==> src/rtl/datapath_ctrl_pkg.sv <==
// Shared definitions for the ALU datapath sequencer and the datapath it drives.
// Contents: FSM state encoding, operand-mux select codes, source-mode codes,
// command-word field positions and the default opcode geometry.
package datapath_ctrl_pkg;

  localparam int OP_W_DEF    = 4;
  localparam int NUM_OPS_DEF = 8;

  typedef enum logic [1:0] {
    ST_IDLE = 2'd0,
    ST_LOAD = 2'd1,
    ST_EXEC = 2'd2,
    ST_DONE = 2'd3
  } state_e;

  // Operand mux select codes (mux A uses SEL_FB for dout_high, mux B for dout_low)
  localparam logic [1:0] SEL_DIN1 = 2'd0;
  localparam logic [1:0] SEL_DIN2 = 2'd1;
  localparam logic [1:0] SEL_DIN3 = 2'd2;
  localparam logic [1:0] SEL_FB   = 2'd3;

  // Source modes carried in the low bits of the command word
  localparam logic [1:0] MODE_D1_D2 = 2'd0;
  localparam logic [1:0] MODE_D1_D3 = 2'd1;
  localparam logic [1:0] MODE_D2_D3 = 2'd2;
  localparam logic [1:0] MODE_ACC   = 2'd3;

  // Command word layout: {opcode, mode}
  localparam int CMD_MODE_LSB = 0;
  localparam int CMD_MODE_W   = 2;
  localparam int CMD_OP_LSB   = 2;

endpackage

==> src/rtl/datapath_ctrl_cmd_decode.sv <==
// Combinational decode of the registered command word.
// Ports:
//   cmd_dec  in   registered command {opcode, mode}
//   sel_a    out  operand A mux select for the command's source mode
//   sel_b    out  operand B mux select for the command's source mode
//   opcode   out  opcode field
//   op_legal out  1 when opcode < NUM_OPS
module ctrl_cmd_decode
  import datapath_ctrl_pkg::*;
#(
  parameter int OP_W    = OP_W_DEF,
  parameter int NUM_OPS = NUM_OPS_DEF
) (
  input  logic [OP_W+1:0] cmd_dec,
  output logic [1:0]      sel_a,
  output logic [1:0]      sel_b,
  output logic [OP_W-1:0] opcode,
  output logic            op_legal
);

  logic [CMD_MODE_W-1:0] mode;

  always_comb begin
    mode     = cmd_dec[CMD_MODE_LSB +: CMD_MODE_W];
    opcode   = cmd_dec[CMD_OP_LSB +: OP_W];
    op_legal = (32'(opcode) < 32'(NUM_OPS));
    sel_a    = SEL_DIN1;
    sel_b    = SEL_DIN2;
    case (mode)
      MODE_D1_D2: begin sel_a = SEL_DIN1; sel_b = SEL_DIN2; end
      MODE_D1_D3: begin sel_a = SEL_DIN1; sel_b = SEL_DIN3; end
      MODE_D2_D3: begin sel_a = SEL_DIN2; sel_b = SEL_DIN3; end
      MODE_ACC:   begin sel_a = SEL_FB;   sel_b = SEL_FB;   end
      default:    begin sel_a = SEL_DIN1; sel_b = SEL_DIN2; end
    endcase
  end

endmodule

==> src/rtl/datapath_ctrl.sv <==
// Sequencing FSM for the 8-bit ALU datapath: one command per start handshake,
// issuing command load, operand load, ALU execute and result load in turn.
//
// state | meaning
// IDLE  | waiting; start loads the command register this cycle
// LOAD  | command valid; select operands, load ALU input registers
// EXEC  | drive opcode; load result unless the opcode is illegal
// DONE  | done pulse; start here is accepted back-to-back
//
// Ports:
//   clk, rst                 clock, synchronous active-high reset
//   start / ready            command handshake (accepted when both high)
//   cmd_dec                  registered command read back from the datapath
//   busy, done, illegal      status
//   datain_reg_en, aluin_reg_en, aluout_reg_en   datapath load enables
//   in_select_a/b, opcode, nvalid_data           datapath control
module datapath_ctrl
  import datapath_ctrl_pkg::*;
#(
  parameter int OP_W    = OP_W_DEF,
  parameter int NUM_OPS = NUM_OPS_DEF
) (
  input  logic            clk,
  input  logic            rst,
  input  logic            start,
  input  logic [OP_W+1:0] cmd_dec,
  output logic            ready,
  output logic            busy,
  output logic            done,
  output logic            illegal,
  output logic            datain_reg_en,
  output logic            aluin_reg_en,
  output logic [1:0]      in_select_a,
  output logic [1:0]      in_select_b,
  output logic [OP_W-1:0] opcode,
  output logic            nvalid_data,
  output logic            aluout_reg_en
);

  state_e          state_q, state_d;
  logic            illegal_q, illegal_d;
  logic [1:0]      sel_a_q, sel_b_q;
  logic [OP_W-1:0] opcode_q;

  logic [1:0]      dec_sel_a, dec_sel_b;
  logic [OP_W-1:0] dec_opcode;
  logic            dec_legal;

  ctrl_cmd_decode #(
    .OP_W    (OP_W),
    .NUM_OPS (NUM_OPS)
  ) u_decode (
    .cmd_dec  (cmd_dec),
    .sel_a    (dec_sel_a),
    .sel_b    (dec_sel_b),
    .opcode   (dec_opcode),
    .op_legal (dec_legal)
  );

  // Selects and opcode are remembered so they hold outside LOAD/EXEC.
  always_ff @(posedge clk) begin
    if (rst) begin
      state_q   <= ST_IDLE;
      illegal_q <= 1'b0;
      sel_a_q   <= '0;
      sel_b_q   <= '0;
      opcode_q  <= '0;
    end else begin
      state_q   <= state_d;
      illegal_q <= illegal_d;
      if (state_q == ST_LOAD) begin
        sel_a_q <= dec_sel_a;
        sel_b_q <= dec_sel_b;
      end
      if (state_q == ST_EXEC) begin
        opcode_q <= dec_opcode;
      end
    end
  end

  always_comb begin
    state_d       = state_q;
    illegal_d     = illegal_q;
    ready         = 1'b0;
    busy          = 1'b0;
    done          = 1'b0;
    illegal       = 1'b0;
    datain_reg_en = 1'b0;
    aluin_reg_en  = 1'b0;
    aluout_reg_en = 1'b0;
    nvalid_data   = 1'b1;
    in_select_a   = sel_a_q;
    in_select_b   = sel_b_q;
    opcode        = opcode_q;

    case (state_q)
      ST_IDLE: begin
        ready = 1'b1;
        if (start) begin
          datain_reg_en = 1'b1;
          state_d       = ST_LOAD;
        end
      end
      ST_LOAD: begin
        busy         = 1'b1;
        in_select_a  = dec_sel_a;
        in_select_b  = dec_sel_b;
        aluin_reg_en = 1'b1;
        state_d      = ST_EXEC;
      end
      ST_EXEC: begin
        busy      = 1'b1;
        opcode    = dec_opcode;
        illegal_d = ~dec_legal;
        if (dec_legal) begin
          nvalid_data   = 1'b0;
          aluout_reg_en = 1'b1;
        end
        state_d = ST_DONE;
      end
      ST_DONE: begin
        done    = 1'b1;
        illegal = illegal_q;
        ready   = 1'b1;
        if (start) begin
          datain_reg_en = 1'b1;
          state_d       = ST_LOAD;
        end else begin
          state_d = ST_IDLE;
        end
      end
      default: state_d = ST_IDLE;
    endcase

    // A command caught by reset must not commit anything in that cycle.
    if (rst) begin
      datain_reg_en = 1'b0;
      aluin_reg_en  = 1'b0;
      aluout_reg_en = 1'b0;
      nvalid_data   = 1'b1;
    end
  end

endmodule

==> config.mk <==
export PLATFORM = sky130hd
export DESIGN_NAME = datapath_ctrl
export DESIGN_NICKNAME = d
export VERILOG_FILES = /design/src/rtl/datapath_ctrl_pkg.sv /design/src/rtl/datapath_ctrl_cmd_decode.sv /design/src/rtl/datapath_ctrl.sv
export SDC_FILE = /design/constraint.sdc
export NUM_CORES = 1
export LEC_CHECK = 0
export BUFFER_PORTS_ARGS = -buffer_cell sky130_fd_sc_hd__buf_2
export CORE_UTILIZATION = 40
export DETAILED_ROUTE_END_ITERATION = 8
export PLACE_DENSITY = 0.79
export SLEW_MARGIN = 20
export SYNTH_ARGS = -nofsm -noshare
export SYNTH_HDL_FRONTEND = slang
export SYNTH_HIERARCHICAL = 1
export SYNTH_SLANG_ARGS = --single-unit
export TNS_END_PERCENT = 1
==> constraint.sdc <==
create_clock -name clk -period 1.4 [get_ports clk]
set_input_delay 0.21 -clock clk [delete_from_list [all_inputs] [get_ports clk]]
set_output_delay 0.21 -clock clk [all_outputs]
set_load 0.01 [all_outputs]
[Word level (Yosys, flattened, before mapping)]
Cells that the tools add are included.
Storage, ports and cells
  ROM bits: 0
  latch bits: 0
  register bits after elaboration: 11
  logic and storage cells: 43
  input bits: 9
  memories: 0
  RAM bits: 0
Cells by class
  order comparisons: 1
  div/mod/pow operators: 0
  multipliers: 0
  $add $sub $neg: 0
  equal/unequal tests: 7
  shift-type cells: 0
  bitwise logic cells: 1
  reductions and logical operators: 6
  mux-type cells: 23
Operators with widths (count)
  $mux W1: 16
  $pmux W2 S3: 2
  $eq A2 B2 Y1 const B: 4
  $pmux W2 S4: 1
  $reduce_or A2 Y1: 4
  $mux W2: 3
  $eq A2 B1 Y1 const B: 2
  $logic_not A2 Y1: 2
  $lt A4 B4 Y1 const B: 1
  $mux W4: 1
  $ne A2 B2 Y1 const B: 1
  $not A1 Y1: 1

[Longest topological paths before layout]
  word-level depth: 4
  depth in mapped cells: 5
  mapped depth without buffers: 5

[Cells and area by module]
The synthesis kept the hierarchy.
By module, submodules not included
  datapath_ctrl: cells each 50, area an instance 606.8 um^2, instances 1
  ctrl_cmd_decode: cells each 13, area an instance 92.6 um^2, instances 1

[Worst setup path after synthesis]
No wires, ideal clock.
  path type: register to output
  start: register state_q[0]
  end: output port datain_reg_en
  arrival: 1.172 ns
  cell stages (with the launch flop): 4
  slack: 0.018 ns
  cell sequence: dfxtp_1 -> inv_1 -> ha_1 -> nor3b_1
On the way
  word-level cells in the longest chain between the ends: 4
Ends and longest elaborated chain
  from (decl): RTL line datapath_ctrl.sv:40  | state_e state_q, state_d;
  from (signal assigned): RTL line datapath_ctrl.sv:69  | state_q <= state_d;
  $eq A2 B2 Y1 / $logic_not A2 Y1 (equally long branches): RTL line datapath_ctrl.sv:96  | case (state_q)
  $reduce_or A2 Y1 (no line) (*)
  $mux W1 (*)
  $mux W1 (*): RTL line datapath_ctrl.sv:136  | if (rst) begin
  to (decl): RTL line datapath_ctrl.sv:31  | output logic datain_reg_en,
Every way passes the cells marked *; elsewhere a longest branch is shown, timed or not.

[Worst setup path after layout]
  start: register state_q[1]
  end: output port in_select_a[1]
On the way
  word-level cells in the longest chain between the ends: 2
Ends and longest elaborated chain
  $eq A2 B1 Y1: RTL line datapath_ctrl.sv:96
  $mux W2: RTL line datapath_ctrl.sv:96
  to (decl): RTL line datapath_ctrl.sv:33  | output logic [1:0] in_select_a,
Every way passes these cells.

==> results.txt <==
status: finished, violations left
failing checks: setup timing
CP Capture Type: primary output
antenna viol nets, final: 0
fin nets: 109
Reg power frac: 0.249
area of the multi-input gates: 475 um2
top-count cell post-synth: dfxtp_1
Yosys top cell by area: dfxtp_1
switching part of the total power: 0.353
mux contribution to synthesized area: 0.148
Fill cells: 140
Routed wire per std cell: 12.1 um
final cell area excluding filler cells: 988 um2
Initial DRC Count: 1
Finished Layout Cells: 106
IO Pins: 25
ys flop type: dfxtp_1
Worst EP arrival: 1.35 ns
final count of pins violating max slew: 0
Synth Area in Compound Gates: 0.0501
final wirelength: 1.29 mm
Clock Power Share: 0.107
asr flop ratio synth: 0
number of global-route vias before repair: 507
Final Hold Violating Endpoints: 0
Post-synth EDFFs: 0
initial antenna violation count: 0
Clk Latency, worst-skew pair: 0.26 ns
Via density: 4.65
Simple-Gate Fraction of Synth Area: 0.218
Critical Path RT: 1.19 ns
# rows: 14
max cap viols: 0
clk_skew: 0.00149 ns
final hold slack: 0.247 ns
CP Launch Type: register
HP Class: input pin to register
Crit-path slowest cell: dfxtp_4
total grt overflow: 0
post-placement cell count: 102
# diodes: 0
Power Density: 2010 mW/mm2
via count: 493
synth unique cells: 19
Netlist Area Pre-Place: 699 um2
unrepaired setup endpoints after global routing: yes
CTS Buffer Depth: 2
CTS tree: built
syn avg cell area: 11.1 um2
Post-synth top cells: 11 x dfxtp_1, 9 x ha_1, 9 x inv_1, 7 x mux2_2, 7 x nor2b_4
clock tree root buffer cell: clkbuf_4
aggregate global-route resource usage: 0.145
Slew HR: 0.791
Post-CTS Setup Bufs: 0
WS Path Type: register to primary output
placed instance area: 828 um2
Reg area: 228 um2
Core ar.: 0.00158 mm2
H-Tree Depth: 1
logic gate share of total power: 0.644
CP max stage delay: 0.37 ns
I/O Buffers: 24
Yosys warnings: 6
Synth-to-Final Area Change: 41.3%
CP max FO: 5
Net Count, Synth: 81
Leak: 0.471 nW
top cells by area, synth: dfxtp_1 31%, ha_1 16%, nor2b_4 14%, mux2_2 11%, inv_1 4.8%
Sw Pwr: 0.703 mW
largest family of logic cells by synthesized area: simple AND/OR/NAND/NOR gates
fmax: 642 MHz
Num CTS Buffers: 3
CTS sink count: 11
Power Internal: 1.29 mW
DRC violations left: 0
Worst Tran Pin Value: 0.314 ns
Tmin final: 1.56 ns
delay-heaviest family, CP: flip-flops
starting density of the core: 0.444
Die X: 43.8 um
Synth Area in Adders: 0.161
HPWL after DPL: 934 um
post-synthesis xor/xnor area fraction: 0
first-pass GRT wire length: 2.01 mm
die height: 43.8 um
Initial DRT Pass Iterations: 2
CP Cell Sequence: inv_4 > ha_4 > mux2_4 > buf_6
Placer Congestion: 0.694
area share of the largest cell type after synthesis: 0.315
Bufs and invs on worst path: 2
maximum vdd drop: 1.08 mV
Mapped Cells: 63
clock slew at reported path FFs: 0.07 ns
largest net degree at the start of global routing: 11
number of synthesized register bits: 11
crit share post-route: 1.11
die area: 0.00192 mm2
post-synthesis sequential area ratio: 0.315
final worst slack: -0.157 ns
Final setup violation count: 11
layout cells sized above 1: 0.633
==> area by class of cell <==
cell class                 count  area share
tap                           16      0.0203
multi-input combinational     38       0.481
clock buffer                   4      0.0266
timing repair buffer          28       0.203
inverter                       9      0.0392
sequential                    11       0.230
==> power by group through the flow <==
stage	registers [mW]	logic, mW	clock network, mW
3_3_place_gp	0.443	0.941	0
6_report	0.496	1.28	0.213
4_1_cts	0.494	1.27	0.222
5_1_grt	0.509	1.38	0.240
2_1_floorplan	0.442	0.666	0
3_5_place_dp	0.451	0.962	0
==> cell families (layout without fill, tap and decap cells) <==
kind of cell / count (synthesis) / after routing
AO/OA/AOI/OAI: 4 / 4
AND/OR/NAND/NOR: 16 / 16
multiplexers: 9 / 9
flip-flops: 11 / 11
buffers and inverters: 14 / 41
adder cells (fa/ha/maj): 9 / 9
==> final timing paths <==
| kind | from | to | slack [ns] | cells after the start |
|---|---|---|---|---|
| min | cmd_dec[5] | illegal_q | 0.25 | 3 |
| max | state_q[1] | in_select_a[1] | -0.16 | 4 |
| min reg2reg | illegal_q | illegal_q | 0.50 | 2 |
| max reg2reg | state_q[0] | state_q[0] | 0.12 | 5 |
==> layout by cell type, fill, tap and decap left out <==
master    count
buf_4         4
nand2b_2      1
mux2i_1       1
dfxtp_4       2
buf_6         8
nand3b_1      1
ha_2          1
or2_1         1
dfxtp_1       9
clkbuf_4      3
nor2b_1       2
mux2_4        8
ha_4          3
o21ai_0       1
ha_1          5
inv_4         2
clkbuf_1      1
a221oi_2      1
nor2_1        2
buf_2        16
a211oi_1      2
nor3b_2       1
inv_1         7
nor2b_4       7
and2_1        1
==> flip-flops by register name (all words and copies together) (netlist names) <==
name and cells:
illegal_q 1, opcode_q 4, state_q 2, sel_b_q 2, sel_a_q 2
==> worst min-delay path, delay by kind of cell <==
| kind | cells | cell delay [ns] |
|---|---|---|
| AO/OA/AOI/OAI | 1 | 0.07 |
| buffers and inverters | 2 | 0.18 |
==> stage by stage <==
step           utilization  power (mW)  setup TNS [ns]  setup WS [ns]
3_5_place_dp         0.525        1.41          -0.208        -0.0339
3_3_place_gp         0.525        1.38         -0.0384        -0.0115
5_1_grt              0.627        2.13           -2.00         -0.210
4_1_cts              0.624        1.99           -1.37         -0.156
2_1_floorplan            -        1.11               0         0.0181
6_report             0.627        1.99           -1.29         -0.157
==> metal layers <==
layer | global-route usage | share of wire | vias up
met5 | 0 | 0 | -
met4 | 0.0938 | 0.0070 | 0
met3 | 0.0250 | 0.040 | 2
met2 | 0.281 | 0.57 | 14
met1 | 0.137 | 0.38 | 227
li1 | - | - | 250
==> what timing repair did <==
action | in CTS | in global routing
setup endpoints to repair | 15 | 13
pin swaps | 2 | 1
endpoints found under the hold margin | 0 | 0
gates resized for setup | 29 | 1
hold buffers | 0 | 0
Power figures use the tool's default switching activity.
